## config.mk

```make
export PLATFORM = sky130hd
export DESIGN_NAME = count_monitor_flat
export DESIGN_NICKNAME = d
export VERILOG_FILES = /design/src/rtl/count_monitor_if.sv /design/src/rtl/count_monitor.sv /design/src/flat_wrapper.sv
export SDC_FILE = /design/constraint.sdc
export NUM_CORES = 1
export LEC_CHECK = 0
export CORE_MARGIN = 4
export CORE_UTILIZATION = 49
export DETAILED_ROUTE_END_ITERATION = 8
export PLACE_DENSITY = 0.78
export SYNTH_ARGS = -nofsm -noshare
export SYNTH_HDL_FRONTEND = slang
export SYNTH_SLANG_ARGS = --single-unit
```

## constraint.sdc

```tcl
create_clock -name clk -period 1.9 [get_ports clk]
set_clock_uncertainty 0.1 [all_clocks]
set_input_delay 0.38 -clock clk [delete_from_list [all_inputs] [get_ports clk]]
set_output_delay 0.38 -clock clk [all_outputs]
set_load 0.01 [all_outputs]
```

## src/rtl/count_monitor_if.sv

```systemverilog
// Observation bus between a modulo up-counter and its sequence monitor.
interface count_monitor_if #(
  parameter int MAX_COUNT = 8
);
  localparam int CNT_W = $clog2(MAX_COUNT);

  logic             enable;
  logic [CNT_W-1:0] count_in;
  logic             locked;
  logic             error;
  logic [7:0]       err_count;
  logic [7:0]       wrap_count;
  logic [CNT_W-1:0] expected;

  modport master (
    output enable, count_in,
    input  locked, error, err_count, wrap_count, expected
  );

  modport slave (
    input  enable, count_in,
    output locked, error, err_count, wrap_count, expected
  );
endinterface

```

## src/rtl/count_monitor.sv

```systemverilog
// Watches a modulo-MAX_COUNT up-counter, locks onto its sequence and
// reports mismatches, verified wraps and the next expected value.
module count_monitor #(
  parameter int MAX_COUNT = 8
) (
  input  logic           clk,
  input  logic           rst,
  count_monitor_if.slave bus
);
  localparam int CNT_W = $clog2(MAX_COUNT);
  localparam logic [CNT_W-1:0] LAST  = CNT_W'(MAX_COUNT - 1);
  localparam logic [CNT_W:0]   LIMIT = (CNT_W + 1)'(MAX_COUNT);

  typedef enum logic [1:0] {
    IDLE   = 2'd0,
    SYNC   = 2'd1,
    LOCKED = 2'd2,
    FAULT  = 2'd3
  } state_t;

  state_t           state_q;
  logic             locked_q;
  logic             error_q;
  logic [7:0]       err_count_q;
  logic [7:0]       wrap_count_q;
  logic [CNT_W-1:0] expected_q;

  logic             in_range_s;
  logic             match_s;
  logic [CNT_W-1:0] next_d;
  logic [7:0]       err_count_d;
  logic [7:0]       wrap_count_d;

  // Out-of-range samples can never match and are never used as a sync seed.
  assign in_range_s   = ({1'b0, bus.count_in} < LIMIT);
  assign match_s      = in_range_s && (bus.count_in == expected_q);
  assign next_d       = (bus.count_in == LAST) ? CNT_W'(0) : bus.count_in + CNT_W'(1);
  assign err_count_d  = (err_count_q == 8'd255) ? 8'd255 : err_count_q + 8'd1;
  assign wrap_count_d = wrap_count_q + 8'd1;

  // Monitor FSM; every output is a register updated only on enabled edges.
  always_ff @(posedge clk or posedge rst) begin
    if (rst) begin
      state_q      <= IDLE;
      locked_q     <= 1'b0;
      error_q      <= 1'b0;
      err_count_q  <= 8'd0;
      wrap_count_q <= 8'd0;
      expected_q   <= CNT_W'(0);
    end else begin
      error_q <= 1'b0;
      if (bus.enable) begin
        case (state_q)
          IDLE, FAULT: begin
            if (in_range_s) begin
              expected_q <= next_d;
              state_q    <= SYNC;
            end
          end
          SYNC: begin
            if (match_s) begin
              expected_q <= next_d;
              locked_q   <= 1'b1;
              state_q    <= LOCKED;
            end else if (in_range_s) begin
              expected_q <= next_d;
            end
          end
          LOCKED: begin
            if (match_s) begin
              expected_q <= next_d;
              if (bus.count_in == LAST) begin
                wrap_count_q <= wrap_count_d;
              end
            end else begin
              // Keep the old expectation so the fault is visible on the bus.
              error_q     <= 1'b1;
              err_count_q <= err_count_d;
              locked_q    <= 1'b0;
              state_q     <= FAULT;
            end
          end
          default: begin
            locked_q <= 1'b0;
            state_q  <= IDLE;
          end
        endcase
      end
    end
  end

  assign bus.locked     = locked_q;
  assign bus.error      = error_q;
  assign bus.err_count  = err_count_q;
  assign bus.wrap_count = wrap_count_q;
  assign bus.expected   = expected_q;
endmodule

```

## src/flat_wrapper.sv

```systemverilog
// flat-port wrapper written by rule: the top's interface ports become plain ports
module count_monitor_flat 
#(
  parameter int MAX_COUNT = 8
)
  (clk, rst, bus_enable, bus_count_in, bus_locked, bus_error, bus_err_count, bus_wrap_count, bus_expected);
  count_monitor_if #(.MAX_COUNT(MAX_COUNT)) bus_i ();
  input  logic clk;
  input  logic rst;
  input wire logic [$bits(bus_i.enable)-1:0] bus_enable;
  input wire logic [$bits(bus_i.count_in)-1:0] bus_count_in;
  output wire logic [$bits(bus_i.locked)-1:0] bus_locked;
  output wire logic [$bits(bus_i.error)-1:0] bus_error;
  output wire logic [$bits(bus_i.err_count)-1:0] bus_err_count;
  output wire logic [$bits(bus_i.wrap_count)-1:0] bus_wrap_count;
  output wire logic [$bits(bus_i.expected)-1:0] bus_expected;
  assign bus_i.enable = bus_enable;
  assign bus_i.count_in = bus_count_in;
  assign bus_locked = bus_i.locked;
  assign bus_error = bus_i.error;
  assign bus_err_count = bus_i.err_count;
  assign bus_wrap_count = bus_i.wrap_count;
  assign bus_expected = bus_i.expected;
  count_monitor #(.MAX_COUNT(MAX_COUNT)) u_core (.clk(clk), .rst(rst), .bus(bus_i));
endmodule
```

==> results of run 1 <==
==> power breakdown <==
group	total, µW	switching [µW]	internal (µW)	leakage (µW)
Combinational	838	390	447	0.000453
Clock	225	146	78.6	0.0000177
Sequential	746	137	609	0.000288
Total	1810	673	1140	0.000758
==> placed cells by master (no fill, tap or decap), types with 4 or more instances in the layout <==
cell type	Yosys	routed
a21oi_1	6	6
buf_4	0	12
clkdlybuf4s50_1	0	24
dfrtp_1	23	21
ha_1	7	7
inv_1	7	7
mux2_2	6	6
nand3_1	4	4
nand4_1	6	6
nor2_1	4	4
xnor2_1	9	9
xor2_1	4	4
==> state kept, by name (all words and copies together) (netlist names) <==
name,cells
u_core.bus.err_count,8
u_core.bus.wrap_count,8
u_core.bus.expected,3
u_core.state_q,2
u_core.bus.error,1
u_core.bus.locked,1
==> kinds of logic (layout without fill, tap and decap cells) <==
family	after synthesis	in the layout	synth area share, %
compound gates	15	15	8.74
xor+xnor	13	13	9.35
fa+ha+maj	7	7	7.19
buf+inv	8	49	3.08
flops	23	23	47.3
mux	9	9	8.02
simple gates	30	30	16.3
==> per-layer routing <==
| metal | vias up | track usage (%) |
|---|---|---|
| met5 | - | 0 |
| met4 | 0 | 4.97 |
| met3 | 4 | 3.12 |
| met2 | 20 | 28.5 |
| met1 | 457 | 21.3 |
| li1 | 461 | - |
==> how the worst min path moves through the flow <==
stage,slack [ns],startpoint,to,depth (start not counted)
after floorplan,0.28,rst,u_core.bus.err_count[0],1
after global placement,0.36,u_core.bus.wrap_count[7],u_core.bus.wrap_count[7],1
after detailed placement,0.37,u_core.bus.wrap_count[7],u_core.bus.wrap_count[7],1
after CTS,0.28,rst,u_core.bus.wrap_count[7],3
after global routing,0.30,rst,u_core.bus.wrap_count[7],3
final,0.28,rst,u_core.bus.wrap_count[6],3
==> area by class of cell <==
class	count	area, µm²
Multi-Input combinational cell	74	616
Fill cell	188	663
Sequential cell	23	578
Tap cell	28	35.0
Clock buffer	3	22.5
Clock inverter	1	5.00
Timing Repair Buffer	38	352
Inverter	7	26.3
==> per-stage QoR <==
step           hold WS [ns]  total power [µW]  worst slack (ns)  util (%)
2_1_floorplan         0.282              1190             0.239         -
3_3_place_gp          0.364              1530            -0.322      69.3
3_5_place_dp          0.367              1590            -0.385      69.3
4_1_cts               0.282              1820           0.00760      70.5
5_1_grt               0.297              1970           -0.0251      71.1
6_report              0.280              1810            0.0515      71.1
==> worst reg2reg max path: cells and delay by family (launching register included) <==
kind,cells,cell delay [ns]
buffers and inverters,2,0.19
flip-flops,1,0.42
adder cells (fa/ha/maj),1,0.16
multiplexers,1,0.29
AND/OR/NAND/NOR,1,0.16
AO/OA/AOI/OAI,1,0.33
==> timing repair <==
item / 4_1_cts / 5_1_grt
gates resized for setup: 2 / 3
endpoints found under the hold margin: 0 / 0
setup endpoints to repair: 2 / 12
==> results.py, run 1 <==
metrics = {
    "worst_setup_path": {
        "r2r.worst_path.cells": 6,
        "timing.critical_path.depth": 5,
        "worstReg2RegEnd": "u_core.bus.err_count[5]",
        "critical-path-top-delay-family": "buffers and inverters",
        "beginning_of_the_critical_path": "bus_count_in[2]",
        "critical_path.slowest_cell": "clkdlybuf4s50_1",
        "worstPathCellList": "clkdlybuf4s50_1, xor2_1, nor3_1, o21ai_2, mux2_2",
        "timing.critical_path.required_ns": 2.00,
        "critPathLaunchType": "input pin",
        "worst-path-max-fanout": 3,
        "worstPathBufferInverterCount": 1,
        "timing.critical_path.to": "u_core.bus.expected[2]",
        "worst-r2r-setup-slack_ns": 0.15,
        "timing.setup.critical_path_class": "input pin to register",
        "cp_data_arrival_time_ns": 1.95,
        "timing.critical_path.slowest_cell_delay_ns": 0.55,
        "critical_path.endpoint_type": "register",
        "r2r_start": "u_core.state_q[0]",
    },
    "sta": {
        "fin_crit_sh_pct": 97.3,
        "finalMaxSlewViolations": 0,
        "rel_slew_slack_pct": 73.2,
        "tightestPinTransition_ns": 0.399,
        "finalSetupViolations": 0,
        "final.min_clock_period_ns": 1.85,
        "rsz0062_at_grt": "true",
        "finalSetupTns_ns": 0,
        "finalHoldViolations": 0,
        "timing.fmax_ghz": 0.541,
    },
    "yosys": {
        "ys_seq_area_share_pct": 47.3,
        "synth_cell_type_count": 28,
        "netlist_area_um2": 1220,
        "yosys_register_bits": 23,
        "syn-mean-instance-area_um2": 11.6,
        "synthTopCellsByArea": "dfrtp_1, ha_1, xnor2_1, mux2_2, nand4_1",
        "yosysTopAreaCell": "dfrtp_1",
        "yosys_warnings": 0,
        "async_set_reset_flop_share_out_of_synthesis_pct": 100,
        "synth_enable_flop_cells": 0,
        "synth.net_count": 118,
        "synth_top_area_share_pct": 47.3,
        "synth_most_common_cell": "dfrtp_1",
        "syn_inst": 105,
        "synth_common_cells": "dfrtp_1, xnor2_1, ha_1, inv_1",
        "synth_flop_cell": "dfrtp_1",
    },
    "floorplanning": {
        "start_util_pct": 53.0,
        "num_rows": 17,
        "design.core.area_um2": 2300,
        "io_pins": 27,
        "die_y_um": 57.8,
        "design.die.area_um2": 3350,
        "die_width_um": 57.8,
    },
    "drt": {
        "detail-route-antenna-nets": 0,
        "met3_layer_wire_length_in_the_routed_design_um": 100,
        "num_vias": 942,
        "drt_iter0_drc": 16,
        "wirelength_um": 2390,
        "top_signal_layer_used": "met4",
        "avgRoutedWirePerCell_um": 13.7,
        "drtPass1Iterations": 4,
        "wl_met2_um": 1210,
        "routed_via_count_divided_by_cell_count": 5.41,
        "wl_met1_um": 1050,
        "drcViolationCount": 0,
    },
    "global_routing": {
        "grt_first_pass_wirelength_um": 4440,
        "grt_max_degree": 24,
        "grt_antenna_before_repair": 0,
        "global_route.usage.total_pct": 16.7,
        "first_global_vias": 1015,
        "overflow": 0,
    },
    "placement": {
        "place.port_buffers": 26,
        "routabilityCongestion": 0.768,
        "post_detailed_placement_cell_area_um2": 1590,
        "placed_wire_length_estimate_after_detailed_placement_um": 1890,
        "placedCellCount": 170,
    },
    "layout": {
        "n_antenna_cell": 0,
        "area.growth.synth_to_final_pct": 34.2,
        "final_cells": 174,
        "finish.instance_area_um2": 1630,
        "final_layout_size_suffix_gt1_share_pct": 22.6,
        "nNetsFinal": 160,
    },
    "clock_network": {
        "cts_max_level": 1,
        "cts_root_buf": "clkbuf_4",
        "post-cts-setup-buffer-count": 0,
        "worst_setup_hold_path_clk_slew_ns": 0.13,
        "clock_latency_ns": 0.31,
        "cts_tree": "built",
        "cts-hold-fix-buffers": 0,
        "max_clock_buf_depth": 2,
        "numClockSinks": 23,
        "cts_buffers": 3,
    },
    "outcome": {
        "outcome": "complete, no violations",
    },
    "power_and_ir_drop": {
        "pwr_density_cell_nw_per_um2": 1110,
        "power.static_leakage_uw": 0.000758,
        "vdd_ir_drop_max_uv": 964,
    },
    "min_path": {
        "min_path_type": "input pin to asynchronous set/reset pin",
    },
    "job": {
        "drv.max_cap_violation_count": 0,
    },
}
(Power assumes the default switching activity.)
==> run 2: changes to the inputs <==
--- a/config.mk
+++ b/config.mk
@@ -6,9 +6,9 @@
 export NUM_CORES = 1
 export LEC_CHECK = 0
 export CORE_MARGIN = 4
-export CORE_UTILIZATION = 49
+export CORE_UTILIZATION = 44
 export DETAILED_ROUTE_END_ITERATION = 8
-export PLACE_DENSITY = 0.78
+export PLACE_DENSITY = 0.74
 export SYNTH_ARGS = -nofsm -noshare
 export SYNTH_HDL_FRONTEND = slang
 export SYNTH_SLANG_ARGS = --single-unit
==> constraint.sdc (replaced) <==
create_clock -name clk -period 1.61 [get_ports clk]
set_clock_uncertainty 0.1 [all_clocks]
set_input_delay 0.322 -clock clk [delete_from_list [all_inputs] [get_ports clk]]
set_output_delay 0.322 -clock clk [all_outputs]
set_load 0.01 [all_outputs]
==> run 2 against run 1 <==
  * The run now ends with negative setup slack left
  * Non-clock buffer count rose by 27
  * Largest power group unchanged
  * Flip-flop and latch count did not move
  * Die area rose by 9.8%
==> results.py, run 2 (synthesized netlist as in run 1, its figures left out) <==
metrics = {
    "outcome": {
        "outcome": "finished, violations left",
        "failed_checks": "negative setup slack",
    },
    "drt": {
        "detail-route-antenna-nets": 0,
        "wirelength_um": 3260,
        "routed_via_count_divided_by_cell_count": 5.19,
        "drt_iter0_drc": 51,
        "drtPass1Iterations": 4,
        "num_vias": 1053,
        "drcViolationCount": 0,
        "avgRoutedWirePerCell_um": 16.1,
    },
    "sta": {
        "tightestPinTransition_ns": 0.299,
        "rsz0062_at_grt": "true",
        "layout_setup_ws_ns": -0.0890,
        "rel_slew_slack_pct": 80.0,
        "finalSetupViolations": 11,
        "finalHoldViolations": 0,
        "finalMaxSlewViolations": 0,
        "final.min_clock_period_ns": 1.70,
        "timing.fmax_ghz": 0.589,
        "fin_crit_sh_pct": 106,
    },
    "worst_setup_path": {
        "r2r_start": "u_core.bus.expected[2]",
        "worst-r2r-setup-slack_ns": -0.09,
        "worst-path-max-fanout": 6,
        "timing.setup.critical_path_class": "register to register",
        "timing.critical_path.required_ns": 1.74,
        "worstReg2RegEnd": "u_core.bus.err_count[6]",
        "worstPathCellList": "xnor2_4, a311oi_2, buf_4, nand4_1, mux2_2",
        "critical_path.slowest_cell": "dfrtp_2",
        "timing.critical_path.to": "u_core.bus.err_count[6]",
        "r2r.worst_path.cells": 5,
        "critical_path.endpoint_type": "register",
        "cp_data_arrival_time_ns": 1.83,
        "critPathLaunchType": "register",
        "beginning_of_the_critical_path": "u_core.bus.expected[2]",
        "timing.critical_path.slowest_cell_delay_ns": 0.51,
    },
    "floorplanning": {
        "design.die.area_um2": 3670,
        "num_rows": 18,
        "io_pins": 27,
        "design.core.area_um2": 2570,
        "start_util_pct": 47.4,
        "die_y_um": 60.6,
        "die_width_um": 60.6,
    },
    "clock_network": {
        "worst_setup_hold_path_clk_slew_ns": 0.13,
        "cts_root_buf": "clkbuf_4",
        "max_clock_buf_depth": 2,
        "cts_tree": "built",
        "clock_latency_ns": 0.32,
        "cts_buffers": 3,
        "cts-hold-fix-buffers": 0,
        "numClockSinks": 23,
        "cts_max_level": 1,
    },
    "placement": {
        "post_detailed_placement_cell_area_um2": 1650,
        "placed_wire_length_estimate_after_detailed_placement_um": 1980,
        "placement.setup.worst_slack_ns": -0.635,
        "routabilityCongestion": 0.792,
        "place.port_buffers": 26,
    },
    "global_routing": {
        "grt_max_degree": 24,
        "global_route.usage.total_pct": 18.5,
        "grt_antenna_before_repair": 0,
        "grt_first_pass_wirelength_um": 4950,
        "overflow": 0,
        "first_global_vias": 1082,
    },
    "layout": {
        "finish.instance_area_um2": 2000,
        "most_frequent_cells_in_the_layout": "buf_4, dfrtp_1, dlygate4sd2_1",
        "final_layout_size_suffix_gt1_share_pct": 49.1,
        "n_antenna_cell": 0,
        "area.growth.synth_to_final_pct": 64.1,
        "nNetsFinal": 187,
        "layout_commonest_cell": "buf_4",
    },
    "min_path": {
        "min_path_type": "input pin to asynchronous set/reset pin",
    },
    "power_and_ir_drop": {
        "pwr_density_cell_nw_per_um2": 1330,
        "power.static_leakage_uw": 0.000991,
        "vdd_ir_drop_max_uv": 1130,
    },
    "job": {
        "drv.max_cap_violation_count": 0,
    },
}
run 2: cell count changes in the layout (fill, tap and decap cells not counted), moves of 4 or more:
cell	change
clkdlybuf4s50_1	-22
buf_4	+21
dlygate4sd2_1	+15
clkbuf_2	+5
buf_6	+6
mux2_2	-4
mux2_4	+4
xor2_1	-4
run 2: final cells by class:
cell class                      instances  area, µm²
Clock buffer                            3       22.5
Inverter                                7       26.3
Fill cell                             163        569
Clock inverter                          1       5.00
Multi-Input combinational cell         74        803
Timing Repair Buffer                   65        526
Sequential cell                        23        578
Tap cell                               30       37.5
run 2: where the power goes:
| group | internal (µW) | total (µW) | switching, µW |
|---|---|---|---|
| Clock | 93.3 | 278 | 185 |
| Combinational | 830 | 1530 | 698 |
| Sequential | 720 | 855 | 134 |
run 2: what timing repair did:
action | 4_1_cts | 5_1_grt
setup buffers | 16 | 5
hold endpoints to repair | 0 | 0
endpoints found under the setup margin | 43 | 25
pin swaps | 8 | 13
resized for setup | 57 | 23
run 2: per-stage QoR:
step           utilization, %  hold WS (ns)  power, µW  TNS (ns)  std cells
6_report                 77.8         0.215       2660    -0.476        203
5_1_grt                  77.8         0.235       2820     -1.63        203
4_1_cts                  74.2         0.223       2480    -0.346        198
3_5_place_dp             64.1         0.372       1970    -11.65        179
3_3_place_gp             64.1         0.368       1910    -10.62        179
2_1_floorplan               -         0.224       1410   -0.0510        105
run 2: worst max-delay path, delay by kind of cell, from the launching register on:
family                 cells  cell delay [ns]
multiplexers               1             0.28
flip-flops                 1             0.51
AO/OA/AOI/OAI              1             0.24
XOR/XNOR                   1             0.17
AND/OR/NAND/NOR            1             0.11
buffers and inverters      1             0.19
run 2: how the worst min path moves through the flow:
stage                               endpoint  slack, ns  depth (start not counted)
floorplan            u_core.bus.err_count[0]       0.22                          1
global placement    u_core.bus.wrap_count[7]       0.37                          1
detailed placement  u_core.bus.wrap_count[7]       0.37                          1
CTS                  u_core.bus.err_count[2]       0.22                          3
global route          u_core.bus.expected[0]       0.23                          3
finish              u_core.bus.wrap_count[7]       0.21                          3
run 2: metal layers:
metal | vias to the layer above | global-route usage [%] | share of wire (%)
li1 | 511 | - | -
met1 | 510 | 19.5 | 40
met2 | 27 | 35.3 | 54
met3 | 5 | 5.53 | 4.7
met4 | 0 | 4.64 | 1.1
met5 | - | 0 | 0
